### src/rtl/div_pkg.sv
// Shared types and constants for the sequential non-restoring divider.
// Holds the FSM state encoding, counter sizing and divide-by-zero quotient.
package div_pkg;

   typedef enum logic [2:0] {
      IDLE,
      RUN,
      FIX,
      DONE,
      SIGN
   } state_t;

   localparam int MAX_WIDTH = 32;

   // Quotient reported for a zero divisor; sliced to the operand width.
   localparam logic [MAX_WIDTH-1:0] DBZ_QUOT = '1;

   // Iteration counter width: must hold the value WIDTH.
   function automatic int cnt_width(input int w);
      return $clog2(w + 1);
   endfunction

endpackage

### src/rtl/cas_row.sv
// Controlled add/subtract row: sum = a + m when ctrl=0, a - m when ctrl=1.
// The subtract uses the inverted m with carry-in equal to ctrl.
module cas_row #(
   parameter int N = 9
) (
   input  logic [N-1:0] a,
   input  logic [N-1:0] m,
   input  logic         ctrl,
   output logic [N-1:0] sum,
   output logic         cout
);

   // Ripple of N controlled add/subtract cells, written as one adder.
   always_comb begin
      {cout, sum} = {1'b0, a} + {1'b0, m ^ {N{ctrl}}} + {{N{1'b0}}, ctrl};
   end

endmodule

### src/rtl/seq_nonrestoring_divider.sv
// Iterative non-restoring divider, one cas_row pass per clock, then restore.
// Define SIGNED_DIV_EN for two's-complement operands (adds a SIGN state).
module seq_nonrestoring_divider
   import div_pkg::*;
#(
   parameter int WIDTH = 8
) (
   input  logic             clk,
   input  logic             rst,
   input  logic             start,
   input  logic [WIDTH-1:0] dividend,
   input  logic [WIDTH-1:0] divisor,
   output logic             busy,
   output logic             done,
   output logic [WIDTH-1:0] quotient,
   output logic [WIDTH-1:0] remainder,
   output logic             div_by_zero
);

   localparam int CW = cnt_width(WIDTH);
   localparam int PW = WIDTH + 1;

   state_t           state_q, state_d;
   logic [PW-1:0]    p_q, p_d;
   logic [WIDTH-1:0] a_q, a_d;
   logic [WIDTH-1:0] d_q, d_d;
   logic [CW-1:0]    cnt_q, cnt_d;
   logic [WIDTH-1:0] quot_q, quot_d;
   logic [WIDTH-1:0] rem_q, rem_d;
   logic             dbz_q, dbz_d;
   logic [PW-1:0]    p_fix;

   logic [PW-1:0]    cas_a, cas_m, cas_sum;
   logic             cas_ctrl, cas_cout_unused;

`ifdef SIGNED_DIV_EN
   logic             nq_q, nq_d;
   logic             nr_q, nr_d;

   function automatic logic [WIDTH-1:0] mag(input logic [WIDTH-1:0] v);
      return v[WIDTH-1] ? -v : v;
   endfunction
`endif

   cas_row #(.N(PW)) u_cas (
      .a    (cas_a),
      .m    (cas_m),
      .ctrl (cas_ctrl),
      .sum  (cas_sum),
      .cout (cas_cout_unused)
   );

   // Next-state, datapath steering and result capture.
   always_comb begin
      state_d  = state_q;
      p_d      = p_q;
      a_d      = a_q;
      d_d      = d_q;
      cnt_d    = cnt_q;
      quot_d   = quot_q;
      rem_d    = rem_q;
      dbz_d    = dbz_q;
      cas_a    = {p_q[WIDTH-1:0], a_q[WIDTH-1]};
      cas_m    = {1'b0, d_q};
      cas_ctrl = ~p_q[WIDTH];
      p_fix    = p_q[WIDTH] ? cas_sum : p_q;
`ifdef SIGNED_DIV_EN
      nq_d     = nq_q;
      nr_d     = nr_q;
`endif
      unique case (state_q)
         IDLE: begin
            if (start) begin
               cnt_d = '0;
               p_d   = '0;
               dbz_d = 1'b0;
`ifdef SIGNED_DIV_EN
               a_d  = mag(dividend);
               d_d  = mag(divisor);
               nq_d = dividend[WIDTH-1] ^ divisor[WIDTH-1];
               nr_d = dividend[WIDTH-1];
`else
               a_d  = dividend;
               d_d  = divisor;
`endif
               if (divisor == '0) begin
                  quot_d  = DBZ_QUOT[WIDTH-1:0];
                  rem_d   = dividend;
                  dbz_d   = 1'b1;
                  state_d = DONE;
               end else begin
                  state_d = RUN;
               end
            end
         end
         RUN: begin
            p_d   = cas_sum;
            a_d   = {a_q[WIDTH-2:0], ~cas_sum[WIDTH]};
            cnt_d = cnt_q + CW'(1);
            if (cnt_q == CW'(WIDTH - 1)) begin
               state_d = FIX;
            end
         end
         FIX: begin
            cas_a    = p_q;
            cas_ctrl = 1'b0;
            p_fix    = p_q[WIDTH] ? cas_sum : p_q;
            p_d      = p_fix;
`ifdef SIGNED_DIV_EN
            state_d  = SIGN;
`else
            quot_d   = a_q;
            rem_d    = p_fix[WIDTH-1:0];
            state_d  = DONE;
`endif
         end
`ifdef SIGNED_DIV_EN
         SIGN: begin
            quot_d  = nq_q ? -a_q : a_q;
            rem_d   = nr_q ? -p_q[WIDTH-1:0] : p_q[WIDTH-1:0];
            state_d = DONE;
         end
`endif
         DONE: begin
            state_d = IDLE;
         end
         default: begin
            state_d = IDLE;
         end
      endcase
   end

   // State and datapath registers; reset abandons any operation in flight.
   always_ff @(posedge clk or posedge rst) begin
      if (rst) begin
         state_q <= IDLE;
         p_q     <= '0;
         a_q     <= '0;
         d_q     <= '0;
         cnt_q   <= '0;
         quot_q  <= '0;
         rem_q   <= '0;
         dbz_q   <= 1'b0;
`ifdef SIGNED_DIV_EN
         nq_q    <= 1'b0;
         nr_q    <= 1'b0;
`endif
      end else begin
         state_q <= state_d;
         p_q     <= p_d;
         a_q     <= a_d;
         d_q     <= d_d;
         cnt_q   <= cnt_d;
         quot_q  <= quot_d;
         rem_q   <= rem_d;
         dbz_q   <= dbz_d;
`ifdef SIGNED_DIV_EN
         nq_q    <= nq_d;
         nr_q    <= nr_d;
`endif
      end
   end

   // Handshake outputs decoded from state; results come from held registers.
   always_comb begin
      busy        = (state_q == RUN) || (state_q == FIX) || (state_q == SIGN);
      done        = (state_q == DONE);
      quotient    = quot_q;
      remainder   = rem_q;
      div_by_zero = dbz_q;
   end

endmodule

### config.mk
export PLATFORM = sky130hd
export DESIGN_NAME = seq_nonrestoring_divider
export DESIGN_NICKNAME = d
export VERILOG_FILES = /design/src/rtl/div_pkg.sv /design/src/rtl/cas_row.sv /design/src/rtl/seq_nonrestoring_divider.sv
export SDC_FILE = /design/constraint.sdc
export NUM_CORES = 1
export LEC_CHECK = 0
export ABC_AREA = 1
export BUFFER_PORTS_ARGS = -buffer_cell sky130_fd_sc_hd__buf_4
export CAP_MARGIN = 20
export CORE_UTILIZATION = 29
export DETAILED_ROUTE_END_ITERATION = 10
export GPL_TIMING_DRIVEN = 0
export HOLD_SLACK_MARGIN = 0.1
export SLEW_MARGIN = 5
export SYNTH_ARGS = -nofsm -noshare
export SYNTH_HDL_FRONTEND = slang
export SYNTH_SLANG_ARGS = --single-unit
export TNS_END_PERCENT = 100
### constraint.sdc
create_clock -name clk -period 3.93 [get_ports clk]
set_clock_uncertainty 0.05 [all_clocks]
set_input_delay 0.1965 -clock clk [delete_from_list [all_inputs] [get_ports clk]]
set_output_delay 0.1965 -clock clk [all_outputs]
set_load 0.05 [all_outputs]
==> results.py, run 1 <==
metrics = {
    "placed_design": {
        "dp_slack_ns": 0.654,
        "dp_hpwl_um": 5420,
        "port_buffers": 37,
        "gp_congestion": 0.867,
    },
    "clock_network": {
        "post_cts_buffers": 0,
        "clock-root-buffer": "clkbuf_8",
        "h-tree-depth": 2,
        "clk_pin_slew_worst_paths_ns": 0.10,
        "cts_tree": "built",
        "clock_insertion_delay_worst_skew_ns": 0.31,
        "cts_buffer_depth": 2,
        "cts_buffers": 5,
        "cts.sinks": 48,
    },
    "finish": {
        "drive_above_1_share_pct": 17.2,
        "area_growth_pct": 26.3,
        "register_area_mm2": 0.00120,
        "multi_input_area_mm2": 0.00138,
        "fill_cells": 985,
        "finalNetCount": 433,
        "antenna_cells": 0,
    },
    "yosys": {
        "yosys-top-cells-area": "dfrtp_1 (43%), nand2_1 (12%), ha_1 (5.4%)",
        "synth_most_common_cell": "nand2_1",
        "synth_top_cell_by_area": "dfrtp_1",
        "yosys.area.top_type_share_pct": 43.3,
        "yosysUniqueCellTypes": 36,
        "synth-seq-cells": 48,
        "netlist_instances": 341,
        "synthFlopType": "dfrtp_1",
        "ys_seq_area_share_pct": 43.3,
        "synth_commonest_cells": "nand2_1 (89), dfrtp_1 (48), inv_1 (33)",
        "synth_edf_count": 0,
        "syn-num-nets": 373,
        "synth_area_mm2": 0.00278,
        "async_flop_share_pct": 100,
        "avgSynthCellArea_um2": 8.14,
        "ys_warn_count": 0,
    },
    "setup_path": {
        "critical_path.top_delay_family": "compound AO/OA/AOI/OAI gates",
        "reg2reg_slack_ns": 0.55,
        "crit_path_cell_trace": "inv_1 -> ha_1 -> buf_2 -> clkbuf_1 -> o21ai_0 -> ha_1 -> a21oi_1 -> nand2_1 -> nand2_1 -> nand3_1 -> o21ai_0 -> o21ai_0 -> nand2_1 -> o21ai_0",
        "cp_common_cell": "o21ai_0",
        "critPathSlowestCell": "clkbuf_1",
        "crit_arrival_ns": 3.53,
        "required_ns": 4.07,
        "crit_fanout": 10,
        "criticalPathCategory": "reg -> reg",
        "worstPathBufferInverterCount": 3,
        "end_kind": "flop",
        "critical_path.startpoint_type": "flop",
        "slowest_delay_ns": 0.44,
    },
    "timing": {
        "rsz0062_at_grt": "false",
        "max_freq_mhz": 295,
        "fin_crit_sh_pct": 86.1,
        "relSlewSlack_pct": 63.8,
        "finalCriticalPeriod_ns": 3.38,
        "slew_viol_final": 0,
        "finalWorstSetupSlack_ns": 0.545,
        "setup_viol": 0,
        "tns_ns": 0,
        "worst_pin_slew_ns": 0.543,
        "hold_viol_final": 0,
    },
    "routing": {
        "wl_met1_um": 3310,
        "met3_wirelength_um": 380,
        "vias": 2553,
        "wirelength_um": 7210,
        "ant_nets": 0,
        "avgRoutedWirePerCell_um": 13.6,
        "drc": 0,
        "top_layer_used": "met4",
        "viasPerCell": 4.81,
        "drt_iter0_markers": 190,
        "first_pass_iters": 5,
        "wl_met2_um": 3420,
    },
    "hold_path": {
        "hold_path_class": "in -> reg",
    },
    "floorplanning": {
        "die_area_mm2": 0.00997,
        "die_w_um": 99.8,
        "start_util_pct": 30.0,
        "coreArea_mm2": 0.00924,
        "ios": 38,
        "rows": 35,
        "die_h_um": 99.8,
    },
    "global_routing": {
        "grt-ovfl-total": 0,
        "grt_usage_pct": 15.5,
        "grt_max_degree": 27,
        "grt_pass1_vias": 2505,
        "antenna_found_initial": 0,
        "grt_pass1_wl_um": 12100,
    },
    "status": {
        "status": "complete, no violations",
    },
    "job": {
        "maxCapViolations": 0,
    },
}
tightest hold or removal path, delay by kind of cell:
kind | cells | cell delay, ns
compound gates | 2 | 0.15
buf+inv | 1 | 0.09
routing by layer:
metal	vias to the layer above	GRT usage (%)
li1	1251	-
met1	1219	20.3
met2	73	25.9
met3	10	3.20
met4	0	4.07
met5	-	0
path summary, 6_finish.rpt:
kind                       cells after the start        start            to
max reg2reg                                   14   state_q[0]        p_q[8]
max                                           14   state_q[0]        p_q[8]
min in group asynchronous                      3          rst  remainder[1]
min reg2reg                                    2       p_q[7]        p_q[7]
max in group asynchronous                      4          rst    state_q[1]
min                                            3  dividend[6]        a_q[6]
layout by cell type (no fill, tap or decap), types with 3 or more instances in the layout:
cell / Yosys / final
inv_2: 2 / 3
o211ai_1: 7 / 7
a21oi_1: 12 / 12
buf_4: 2 / 39
inv_1: 33 / 32
xor2_1: 4 / 4
clkbuf_1: 5 / 5
xnor2_1: 7 / 7
a31oi_1: 17 / 17
nor2_1: 25 / 25
o21ai_0: 28 / 28
mux2_2: 6 / 6
dfrtp_1: 48 / 48
ha_1: 12 / 12
a22o_1: 3 / 3
clkbuf_8: 0 / 6
nand3_1: 13 / 13
buf_2: 3 / 3
dlygate4sd3_1: 0 / 15
nand2_1: 89 / 89
through the flow:
stage / cells / utilization (%) / instance area (um^2) / hold WS (ns)
floorplan: 341 / - / 2780 / 0.279
global placement: 507 / 34.8 / 3210 / 0.390
detailed placement: 508 / 35.0 / 3230 / 0.228
CTS: 531 / 37.9 / 3510 / 0.107
global route: 531 / 37.9 / 3510 / 0.126
finish: 531 / 37.9 / 3510 / 0.109
state kept, by name, indices dropped and copies added (netlist names):
name	count
p_q	9
a_q	8
d_q	8
quotient	8
remainder	8
cnt_q	4
state_q	2
div_by_zero	1
timing repair:
action / CTS / global route
endpoints found under the hold margin: 35 / 0
resized for setup: 0 / 0
hold buffers: 15 / 0
final cells by class:
| type | instances | share of cell area [%] |
|---|---|---|
| multi-input cells | 245 | 39.2 |
| flip-flops and latches | 48 | 34.3 |
| repair buffers | 53 | 12.8 |
| well taps | 129 | 4.60 |
| inverters | 36 | 3.85 |
| clock buffers | 6 | 2.36 |
| plain buffers | 12 | 1.82 |
| clock inverters | 2 | 1.11 |
cells by family after synthesis:
group | count (synthesis) | synth area share [%]
simple gates | 140 | 21.4
compound gates | 75 | 16.1
buf+inv | 48 | 7.17
flops | 48 | 43.3
fa+ha+maj | 13 | 6.13
xor+xnor | 11 | 3.47
mux | 6 | 2.43
Power of run 1 is not shown: default switching activity piles up to over one toggle a cycle in this logic, so the estimate is an artifact.
==> run 2: changes to the inputs <==
ABC_AREA = unset   (was 1)
==> run 2 against run 1 <==
Net effect: non-clock buffer count down 3; first-iteration DRC count fell by 21%; largest cell class unchanged; core utilization is 0.77 points lower; synthesized cell count decreased by 2.9%; global-route usage shrank 0.85 points; critical path depth down 2; clock-buffer cell count shrank 1; critical endpoint is now remainder[7]; final cell count shrank 2.3%.
==> results.py, run 2 <==
metrics = {
    "yosys": {
        "synthFlopType": "dfrtp_1",
        "ys_warn_count": 0,
        "netlist_instances": 331,
        "avgSynthCellArea_um2": 9.16,
        "yosys-top-cells-area": "dfrtp_1 (40%), mux2_2 (5.9%), nand2_1 (5.2%)",
        "synth_commonest_cells": "dfrtp_1 (48), nand2_1 (42), inv_1 (24), o21ai_0 (24), nor2_1 (22)",
        "synth-seq-cells": 48,
        "synth_area_mm2": 0.00303,
        "synth_edf_count": 0,
        "synth_most_common_cell": "dfrtp_1",
        "synth_top_cell_by_area": "dfrtp_1",
        "ys_seq_area_share_pct": 39.6,
        "syn-num-nets": 363,
        "yosys.area.top_type_share_pct": 39.6,
        "yosysUniqueCellTypes": 57,
        "async_flop_share_pct": 100,
    },
    "placed_design": {
        "dp_cells": 502,
        "gp_congestion": 0.873,
        "place_area_mm2": 0.00349,
        "dp_hpwl_um": 5970,
        "port_buffers": 37,
        "dp_slack_ns": 0.277,
    },
    "finish": {
        "layoutNonFillerInstCount": 519,
        "largest-register": "p_q",
        "largest_register_ffs": 9,
        "drive_above_1_share_pct": 21.0,
        "mostFrequentLayoutCells": "dfrtp_1 (48), nand2_1 (42), buf_4 (38)",
        "antenna_cells": 0,
        "design_area_mm2": 0.00370,
        "finalNetCount": 417,
        "area_growth_pct": 22.1,
        "final_util_pct": 37.2,
        "layout_commonest_cell": "dfrtp_1",
        "fill_cells": 1036,
    },
    "timing": {
        "max_freq_mhz": 269,
        "relSlewSlack_pct": 54.7,
        "setup_viol": 0,
        "rsz0062_at_grt": "false",
        "fin_crit_sh_pct": 94.7,
        "worst_pin_slew_ns": 0.675,
        "hold_viol_final": 0,
        "tns_ns": 0,
        "fin_hold_ws_ns": 0.132,
        "finalCriticalPeriod_ns": 3.72,
        "slew_viol_final": 0,
        "finalWorstSetupSlack_ns": 0.210,
    },
    "floorplanning": {
        "coreArea_mm2": 0.00995,
        "die_w_um": 104,
        "ios": 38,
        "die_area_mm2": 0.0109,
        "start_util_pct": 30.4,
        "rows": 36,
        "die_h_um": 104,
    },
    "global_routing": {
        "grt_usage_pct": 14.6,
        "grt_pass1_wl_um": 12900,
        "grt_max_degree": 29,
        "grt_pass1_vias": 2517,
        "grt-ovfl-total": 0,
        "antenna_found_initial": 0,
    },
    "power_and_ir_drop": {
        "powerDensity_mw_per_mm2": 970,
        "leakage_nw": 1.65,
        "peakVddDrop_mv": 0.423,
        "finalPower_mw": 3.59,
    },
    "clock_network": {
        "cts_tree": "built",
        "post_cts_buffers": 0,
        "clock-root-buffer": "clkbuf_8",
        "h-tree-depth": 2,
        "clock_insertion_delay_worst_skew_ns": 0.31,
        "cts.sinks": 48,
        "clk_pin_slew_worst_paths_ns": 0.10,
        "cts_buffer_depth": 2,
        "cts_buffers": 5,
    },
    "routing": {
        "drc": 0,
        "avgRoutedWirePerCell_um": 15.0,
        "ant_nets": 0,
        "drt_iter0_markers": 151,
        "wirelength_um": 7760,
        "viasPerCell": 5.05,
        "first_pass_iters": 5,
        "vias": 2620,
    },
    "setup_path": {
        "end_kind": "flop",
        "crit_arrival_ns": 3.85,
        "critical_path.startpoint_type": "flop",
        "required_ns": 4.06,
        "criticalPathCategory": "reg -> reg",
        "ff2ff_path_depth": 12,
        "crit_fanout": 10,
    },
    "hold_path": {
        "hold_path_class": "in -> reg",
        "min_path_cells": 3,
    },
    "job": {
        "maxCapViolations": 0,
    },
    "status": {
        "status": "complete, no violations",
    },
}
[run 2: final cells by class]
class | count | area (um^2) | share of cell area (%)
tap | 133 | 166 | 4.50
sequential | 48 | 1200 | 32.5
clock buffer | 5 | 68.8 | 1.86
clock inverter | 3 | 46.3 | 1.25
inverter | 24 | 90.1 | 2.43
multi-input combinational | 244 | 1660 | 44.9
buffer | 15 | 76.3 | 2.06
timing repair buffer | 47 | 388 | 10.5
[run 2: logic make-up after synthesis]
family	after synthesis	synth area share, %
AOI/OAI and AO/OA	91	20.2
xor gates and xnor gates	13	3.76
adders and majority gates	13	5.62
buffers and inverters	39	5.49
DFF	48	39.6
muxes	27	9.62
and+or+nand+nor	100	15.6
[run 2: path summary, 6_finish.rpt]
check                            start           end  slack, ns
setup / recovery            state_q[0]  remainder[7]       0.21
min in group asynchronous          rst      cnt_q[0]       0.42
setup reg to reg            state_q[0]  remainder[7]       0.21
hold / removal             dividend[2]        a_q[2]       0.13
hold reg to reg               cnt_q[1]      cnt_q[1]       0.45
max in group asynchronous          rst        p_q[5]       2.90
[run 2: critical path, cell delays in order, from the launching register on]
cell and delay, ns:
dfrtp_1 0.43, inv_1 0.09, ha_1 0.23, buf_6 0.17
clkbuf_1 0.44, clkbuf_1 0.48, o21ai_0 0.16, ha_1 0.32
or3_1 0.42, a211oi_1 0.28, a211oi_2 0.13, xnor2_1 0.25
o22ai_1 0.14
[run 2: repair_timing]
action,CTS,global route
hold endpoints to repair,28,0
gates resized for setup,0,0
hold buffers,9,0
[run 2: power by group]
part | switching (mW) | internal (mW)
clock | 0.184 | 0.192
sequential | 0.166 | 0.700
combinational | 1.45 | 0.894
[run 2: layer usage]
metal | routed length (um) | track usage, % | up-vias
met5 | 0 | 0 | -
met3 | 386 | 2.82 | 7
li1 | - | - | 1279
met1 | 3810 | 21.1 | 1260
met2 | 3490 | 23.0 | 74
met4 | 78 | 2.24 | 0
Power figures use the tool's default switching activity.
